==> src/rtl/fetch_unit.sv <==
// Instruction fetch: owns the PC, reads a 1-cycle synchronous imem, buffers {pc,instr} in a DEPTH-entry FIFO.
// Latency: first fetch valid 2 cycles after issue, redirect target valid 3 cycles after redirect.
// Backpressure: issue stalls while buffered + in-flight reaches DEPTH. Macro FETCH_MISALIGN_TRAP_EN enables the misalign trap.

module fetch_fifo #(
    parameter int DW    = 8,
    parameter int DEPTH = 4
) (
    input  logic                   clk_i,
    input  logic                   rst_i,
    input  logic                   flush_i,
    input  logic                   push_i,
    input  logic [DW-1:0]          push_dat_i,
    input  logic                   pop_i,
    output logic [DW-1:0]          head_dat_o,
    output logic [$clog2(DEPTH):0] count_o
);
    localparam int AW = $clog2(DEPTH);

    logic [DW-1:0] mem_q [DEPTH];
    logic [AW-1:0] rd_ptr_q, rd_ptr_d;
    logic [AW-1:0] wr_ptr_q, wr_ptr_d;
    logic [AW:0]   cnt_q, cnt_d;

    always_comb begin
        rd_ptr_d = rd_ptr_q;
        wr_ptr_d = wr_ptr_q;
        cnt_d    = cnt_q;
        if (flush_i) begin
            rd_ptr_d = '0;
            wr_ptr_d = '0;
            cnt_d    = '0;
        end else begin
            if (push_i) wr_ptr_d = wr_ptr_q + AW'(1);
            if (pop_i)  rd_ptr_d = rd_ptr_q + AW'(1);
            case ({push_i, pop_i})
                2'b10:   cnt_d = cnt_q + (AW+1)'(1);
                2'b01:   cnt_d = cnt_q - (AW+1)'(1);
                default: cnt_d = cnt_q;
            endcase
        end
    end

    always_ff @(posedge clk_i) begin
        if (rst_i) begin
            rd_ptr_q <= '0;
            wr_ptr_q <= '0;
            cnt_q    <= '0;
        end else begin
            rd_ptr_q <= rd_ptr_d;
            wr_ptr_q <= wr_ptr_d;
            cnt_q    <= cnt_d;
        end
    end

    always_ff @(posedge clk_i) begin
        if (push_i && !flush_i) mem_q[wr_ptr_q] <= push_dat_i;
    end

    assign head_dat_o = mem_q[rd_ptr_q];
    assign count_o    = cnt_q;
endmodule

module fetch_unit #(
    parameter int               WIDTH    = 32,
    parameter int               DEPTH    = 4,
    parameter logic [WIDTH-1:0] RESET_PC = '0
) (
    input  logic             clk,
    input  logic             rst,
    input  logic             redirect,
    input  logic [WIDTH-1:0] redirect_pc,
    output logic             imem_req,
    output logic [WIDTH-1:0] imem_addr,
    input  logic [31:0]      imem_rdata,
    output logic             instr_valid,
    input  logic             instr_ready,
    output logic [31:0]      instr,
    output logic [WIDTH-1:0] instr_pc,
    output logic             fault
);
    localparam int CW = $clog2(DEPTH) + 1;
    localparam logic [WIDTH-1:0] ALIGN_MASK = {{(WIDTH-2){1'b1}}, 2'b00};
    localparam logic [0:0] ST_RUN  = 1'b0;
`ifdef FETCH_MISALIGN_TRAP_EN
    localparam logic [0:0] ST_HALT = 1'b1;
`endif

    typedef struct packed {
        logic [WIDTH-1:0] pc;
        logic [31:0]      ins;
    } entry_t;

    logic [WIDTH-1:0] pc_q, pc_d;
    logic [WIDTH-1:0] req_pc_q, req_pc_d;
    logic             inflight_q, inflight_d;
    logic [0:0]       state_q, state_d;

    logic             running;
    logic             push, pop;
    logic [CW-1:0]    fifo_cnt;
    logic [CW-1:0]    occ;
    entry_t           push_ent, head_ent;

    // Held-in-reset outputs are forced quiet regardless of stale state.
    assign running     = !rst && (state_q == ST_RUN);
    assign occ         = fifo_cnt + CW'(inflight_q);
    assign imem_req    = running && !redirect && (occ < CW'(DEPTH));
    assign imem_addr   = pc_q;
    assign instr_valid = running && (fifo_cnt != '0);
    assign pop         = instr_valid && instr_ready;
    assign push        = inflight_q && !redirect;
    assign push_ent    = '{pc: req_pc_q, ins: imem_rdata};
    assign instr       = head_ent.ins;
    assign instr_pc    = head_ent.pc;

    fetch_fifo #(
        .DW    ($bits(entry_t)),
        .DEPTH (DEPTH)
    ) u_fifo (
        .clk_i      (clk),
        .rst_i      (rst),
        .flush_i    (redirect),
        .push_i     (push),
        .push_dat_i (push_ent),
        .pop_i      (pop),
        .head_dat_o (head_ent),
        .count_o    (fifo_cnt)
    );

`ifdef FETCH_MISALIGN_TRAP_EN
    logic fault_q, fault_d;
    logic misalign;
    assign misalign = |redirect_pc[1:0];
    assign fault    = fault_q;
`else
    assign fault    = 1'b0;
`endif

    always_comb begin
        pc_d       = pc_q;
        req_pc_d   = req_pc_q;
        state_d    = state_q;
        inflight_d = imem_req;
        if (imem_req) begin
            pc_d     = pc_q + WIDTH'(4);
            req_pc_d = pc_q;
        end
        if (redirect && state_q == ST_RUN) pc_d = redirect_pc & ALIGN_MASK;
`ifdef FETCH_MISALIGN_TRAP_EN
        fault_d = fault_q;
        if (redirect && state_q == ST_RUN && misalign) begin
            state_d = ST_HALT;
            fault_d = 1'b1;
        end
`endif
    end

    always_ff @(posedge clk) begin
        if (rst) begin
            pc_q       <= RESET_PC;
            req_pc_q   <= '0;
            inflight_q <= 1'b0;
            state_q    <= ST_RUN;
`ifdef FETCH_MISALIGN_TRAP_EN
            fault_q    <= 1'b0;
`endif
        end else begin
            pc_q       <= pc_d;
            req_pc_q   <= req_pc_d;
            inflight_q <= inflight_d;
            state_q    <= state_d;
`ifdef FETCH_MISALIGN_TRAP_EN
            fault_q    <= fault_d;
`endif
        end
    end
endmodule

==> config.mk <==
export PLATFORM = sky130hd
export DESIGN_NAME = fetch_unit
export DESIGN_NICKNAME = d
export VERILOG_FILES = /design/src/rtl/fetch_unit.sv
export SDC_FILE = /design/constraint.sdc
export NUM_CORES = 1
export LEC_CHECK = 0
export CORE_MARGIN = 4
export CORE_UTILIZATION = 55
export DETAILED_ROUTE_END_ITERATION = 8
export GPL_ROUTABILITY_DRIVEN = 0
export PLACE_DENSITY = 0.8
export SETUP_SLACK_MARGIN = 0.3
export SYNTH_ARGS = -nofsm -noshare
export SYNTH_HDL_FRONTEND = slang
export SYNTH_SLANG_ARGS = --single-unit
==> constraint.sdc <==
create_clock -name clk -period 4.19 [get_ports clk]
set_input_delay 0.6285 -clock clk [delete_from_list [all_inputs] [get_ports clk]]
set_output_delay 0.6285 -clock clk [all_outputs]
set_load 0.05 [all_outputs]
### After elaboration in Yosys (flattened, before gate mapping)

Memories as Yosys holds them, arrays and structs flattened. A register that Yosys moved wholly into a read port is not among the register bits.
Index checks and enable logic that the tools add are counted.

* add/subtract/negate cells: 6
* mux-type cells: 7
* shift operators: 0
* equality and inequality tests: 2
* multiply operators: 0
* reductions and logical operators: 12
* $lt $le $gt $ge: 1
* bitwise logic cells: 0
* divide/modulo/power cells: 0

Operators by type and width (count)
* 2-to-1 mux 32 bit: 2
* adder 32 x 3 -> 32 bit (second input constant): 1
* logical AND 1 bit: 6
* case mux 3 bit (2 select lines): 1
* adder 2 x 1 -> 2 bit (second input constant): 2
* 2-to-1 mux 2 bit: 2
* nonzero test 2 bit: 2
* adder 3 x 1 -> 3 bit: 1
* adder 3 x 1 -> 3 bit (second input constant): 1
* less-than comparator 3 bit (second input constant): 1
* nonzero test 3 bit: 1
* subtractor 3 x 1 -> 3 bit (second input constant): 1
* == test 2 x 1 -> 1 bit (second input constant): 1
* == test 2 bit (second input constant): 1
* zero test 1 bit: 2
* 2-to-1 mux 1 bit: 2
* OR reduction 2 bit: 1

* memories: 1
* register bits: 72
* bits in read-only memories: 0
* input port bits: 68
* memory bits (writable): 256
* latch bits: 0
* word-level logic and storage cells: 36
* output and inout bits: 99

Memories
* u_fifo.mem_q: words 4, bits a word 64, read ports 1, clocked after memory_dff 1, write ports 1, line 20 `logic [DW-1:0] mem_q [DEPTH];`

### Depth between registers and ports, before layout

* depth in word-level cells: 5
* depth in mapped cells: 9
* depth with buffers taken out: 8

### Hierarchy

Synthesis repeated with hierarchy kept, for this count alone.

* cells, all modules: 726
* area, all modules: 12589.6 um2

Modules (own cells, without submodules)
* fetch_fifo: cells an instance 377, area an instance 9733.1 um2, instances 1
* fetch_unit: cells an instance 349, area an instance 2856.5 um2, instances 1

### Worst setup path after synthesis

OpenSTA, ideal clock, no wires.

* path kind: input-to-reg
* start point: input redirect
* end point: memory u_fifo.mem_q[0][0] (netlist name) (enable)
* path buffers: 1
* stages on the path: 3
* setup slack: 1290 ps
* data arrival time: 2473 ps
* required time: 3763 ps
* cells stage by stage: buf_2 -> nor2b_1 -> and2_1

* longest elaborated chain between the ends: 5

Ends and longest elaborated chain
* start, declared: line 71 `input logic redirect,`
* zero test 1 bit (*): line 57, 112
* logical AND 1 bit: line 112 `assign push = inflight_q && !redirect;`
* logical AND 1 bit (*): line 57 `if (push_i && !flush_i) mem_q[wr_ptr_q] <= push_dat_i;`
* 2-to-1 mux 1 bit (*): line 57
* 2-to-1 mux 1 bit (implied by the code) (*): line 57
* end, declared: line 20

Mark *: on every way between the ends. The rest lies on a longest branch, timed or not.

==> run metrics <==
Die Width=157 microns; cts bufs inserted=31; Layout fillers=approximately 1,500; register area share after synthesis=72.0%; Worst-Skew Late Latency=0.54 ns; flops & latches, synth=between 300 and 400; Initial Util=56.1%; vias in the first global route=7,026; htree depth=1; antenna violations before repair=0; RSZ-0062 raised after global routing=no; Inst Count DP=1,151; Slew @ Worst Pin=1.04 ns; Yosys warnings=0; crit end category=primary output; peak supply drop=~0.28 mV; Seq. cell area=0.00885 sq mm; Buffers on Ports=roughly 160; post-cts sizing count=0; Clock Power Share=between 40 and 50%; Syn Inst Count=742; Residual DRC=0; All-Layer GR Usage=about a fifth; Final Skew=between 0.01 and 0.015 ns; worst slack at placement=1.28 ns; DR iter-0 viols=a little under 400; Final Slew Violations=0; CP Max Fanout=34; Overflow after GRT=0; number of synthesized flops with an enable pin=roughly 250; Via density=about 5.8; CORE AREA=0.0219 sq mm; final cell count without fillers=1,208; Switching Share=approximately a fifth; Max Cap Violations=0; Internal=between 5000 and 6000 uW; Vias=about 7,000; post-route ant nets=0; Total Wirelength=~24,000 microns; Die H=between 150 and 200 microns; Crit Path Class=register to primary output; diode count=0; mean post-synth cell area=roughly 17 sq um; max frequency=0.293 GHz; Net Sw Power=between 1000 and 1500 uW; Cell Pwr Density=439 mW/mm^2; pin count of the biggest net entering global routing=63; multi-input logic area=between 0.003 and 0.004 sq mm; Final Hold Viols=0; crit share post-route=~81%; status=complete, no violations; Leak=0.00500 uW; Comb power frac=roughly 6.2%; Layout Area Growth over Synthesis=23.2%; Main synth FF type=edfxtp_1; Cell variety after synth=56; CTS tree=yes; Async SR Flop Fraction=0%; die area=approximately 0.025 sq mm; total I/O pin count=around 170; fin nets=979; Post-Route Setup TNS=0 ns; Slew HR=a little under a third; CP required=roughly 3.6 ns; Final min period=approximately 3.4 ns; DR pass1 iterations=5; Post-CTS Setup Inserts=0; hpwl dp=around 14,000 microns; first-pass GRT wire length=around 37,000 microns; Hold-fix buffers, CTS=0; Flop pwr share=roughly 53%; CP Launch Type=register; wire per inst=19.5 microns; CTS root buffer=clkbuf_16; CTS max path bufs=3; setup ws final=0.780 ns; worst hold path type=register to register; utilization after layout=~69%; Arr. time, crit path=~2.8 ns; fraction of layout cells with a size suffix above 1=between 15 and 20%; Clock Pin Slew Worst Setup and Hold Paths=roughly 0.060 ns; mapped cell area=around 0.012 sq mm; final setup vio count=0; worst hold slack=~0.50 ns; Clock Sinks=approximately 320; # rows=54
## sequential cells by signal, summed over array words and instances, names as in the netlist, named ones only
name	count
u_fifo.count_o	3
u_fifo.rd_ptr_q	2
u_fifo.mem_q	248
imem_addr	30
req_pc_q	30
u_fifo.wr_ptr_q	2
inflight_q	1
## cell type report
type	instances	share of cell area (%)
Clock buffer	43	6.03
Clock inverter	14	0.851
Inverter	15	0.372
Multi-Input combinational cell	367	20.7
Sequential cell	318	58.5
Tap cell	280	2.31
Timing Repair Buffer	171	11.2
## through the flow
stage	power [uW]	cell area (sq um)
6_report	6650	15100
3_5_place_dp	3960	14100
4_1_cts	6710	15100
3_3_place_gp	3960	14100
5_1_grt	6880	15100
2_1_floorplan	3790	12300
## worst paths after layout
check                  end          from  depth (start not counted)  slack (ns)
min reg2reg   req_pc_q[15]  req_pc_q[15]                          2        0.50
max              instr[26]      register                          3        0.78
min           req_pc_q[15]  req_pc_q[15]                          2        0.50
max reg2reg  imem_addr[30]  imem_addr[2]                          6        1.79
## cell families after synthesis
| family | Yosys count | share of synthesized area, % |
|---|---|---|
| fa+ha+maj | 7 | 0.774 |
| simple gates | 186 | 7.45 |
| other cells | 1 | 0.0305 |
| xor+xnor | 14 | 0.998 |
| mux | 68 | 12.0 |
| buf+inv | 61 | 2.60 |
| compound gates | 87 | 4.13 |
| flops | 318 | 72.0 |
## synth_stat cells, types with 3 or more instances
library cell,count,area share [%]
edfxtp_1,248,61
nand2_1,84,2.6
dfxtp_1,70,11
mux4_2,62,11
a21oi_1,52,2.1
nor2_1,22,0.67
nand3_1,20,0.81
clkbuf_1,19,0.58
inv_1,14,0.43
nand4_1,13,0.66
buf_2,12,0.49
xor2_1,10,0.71
a31oi_1,9,0.46
and2_1,9,0.46
nor3_1,9,0.37
buf_4,6,0.37
ha_1,6,0.61
o21ai_0,6,0.24
and3_1,5,0.25
or3_1,5,0.25
a32oi_1,4,0.29
clkbuf_8,4,0.45
o22ai_1,4,0.20
xnor2_1,4,0.29
buf_1,3,0.092
mux2_2,3,0.28
## critical path, cell delays in order, from the launching register on
cell             delay, ns
dfxtp_4               0.59
buf_12                0.33
mux4_2                0.55
clkdlybuf4s50_1       0.74
## power groups by stage
stage               logic [uW]  clock network (uW)  registers [uW]
floorplan                  187                   0            3600
global placement           406                   0            3550
detailed placement         410                   0            3550
CTS                        413                2810            3490
global route               435                2960            3490
finish                     411                2750            3490
## cells in the final DEF, fill, tap and decap left out, types with 5 or more instances in the layout
| cell type | count |
|---|---|
| conb_1 | 5 |
| ha_1 | 6 |
| clkbuf_16 | 32 |
| nor2_1 | 22 |
| clkdlybuf4s50_1 | 157 |
| mux4_2 | 62 |
| inv_1 | 14 |
| nor3_1 | 9 |
| xor2_1 | 10 |
| and2_1 | 5 |
| nand3_1 | 20 |
| and3_1 | 5 |
| edfxtp_1 | 248 |
| or3_1 | 5 |
| dfxtp_1 | 68 |
| a31oi_1 | 9 |
| a21oi_1 | 52 |
| o21ai_0 | 6 |
| nand2_1 | 84 |
| nand4_1 | 13 |
| buf_4 | 11 |
| clkbuf_8 | 7 |
| clkinv_2 | 6 |
## routing by layer
metal / vias up / track usage (%) / share of wire, %
met5: - / 0 / 0
met4: 0 / 5.08 / 1.8
met3: 36 / 3.90 / 8.3
met2: 309 / 30.8 / 48
met1: 3421 / 26.9 / 42
li1: 3198 / - / -
(Power assumes the default switching activity.)
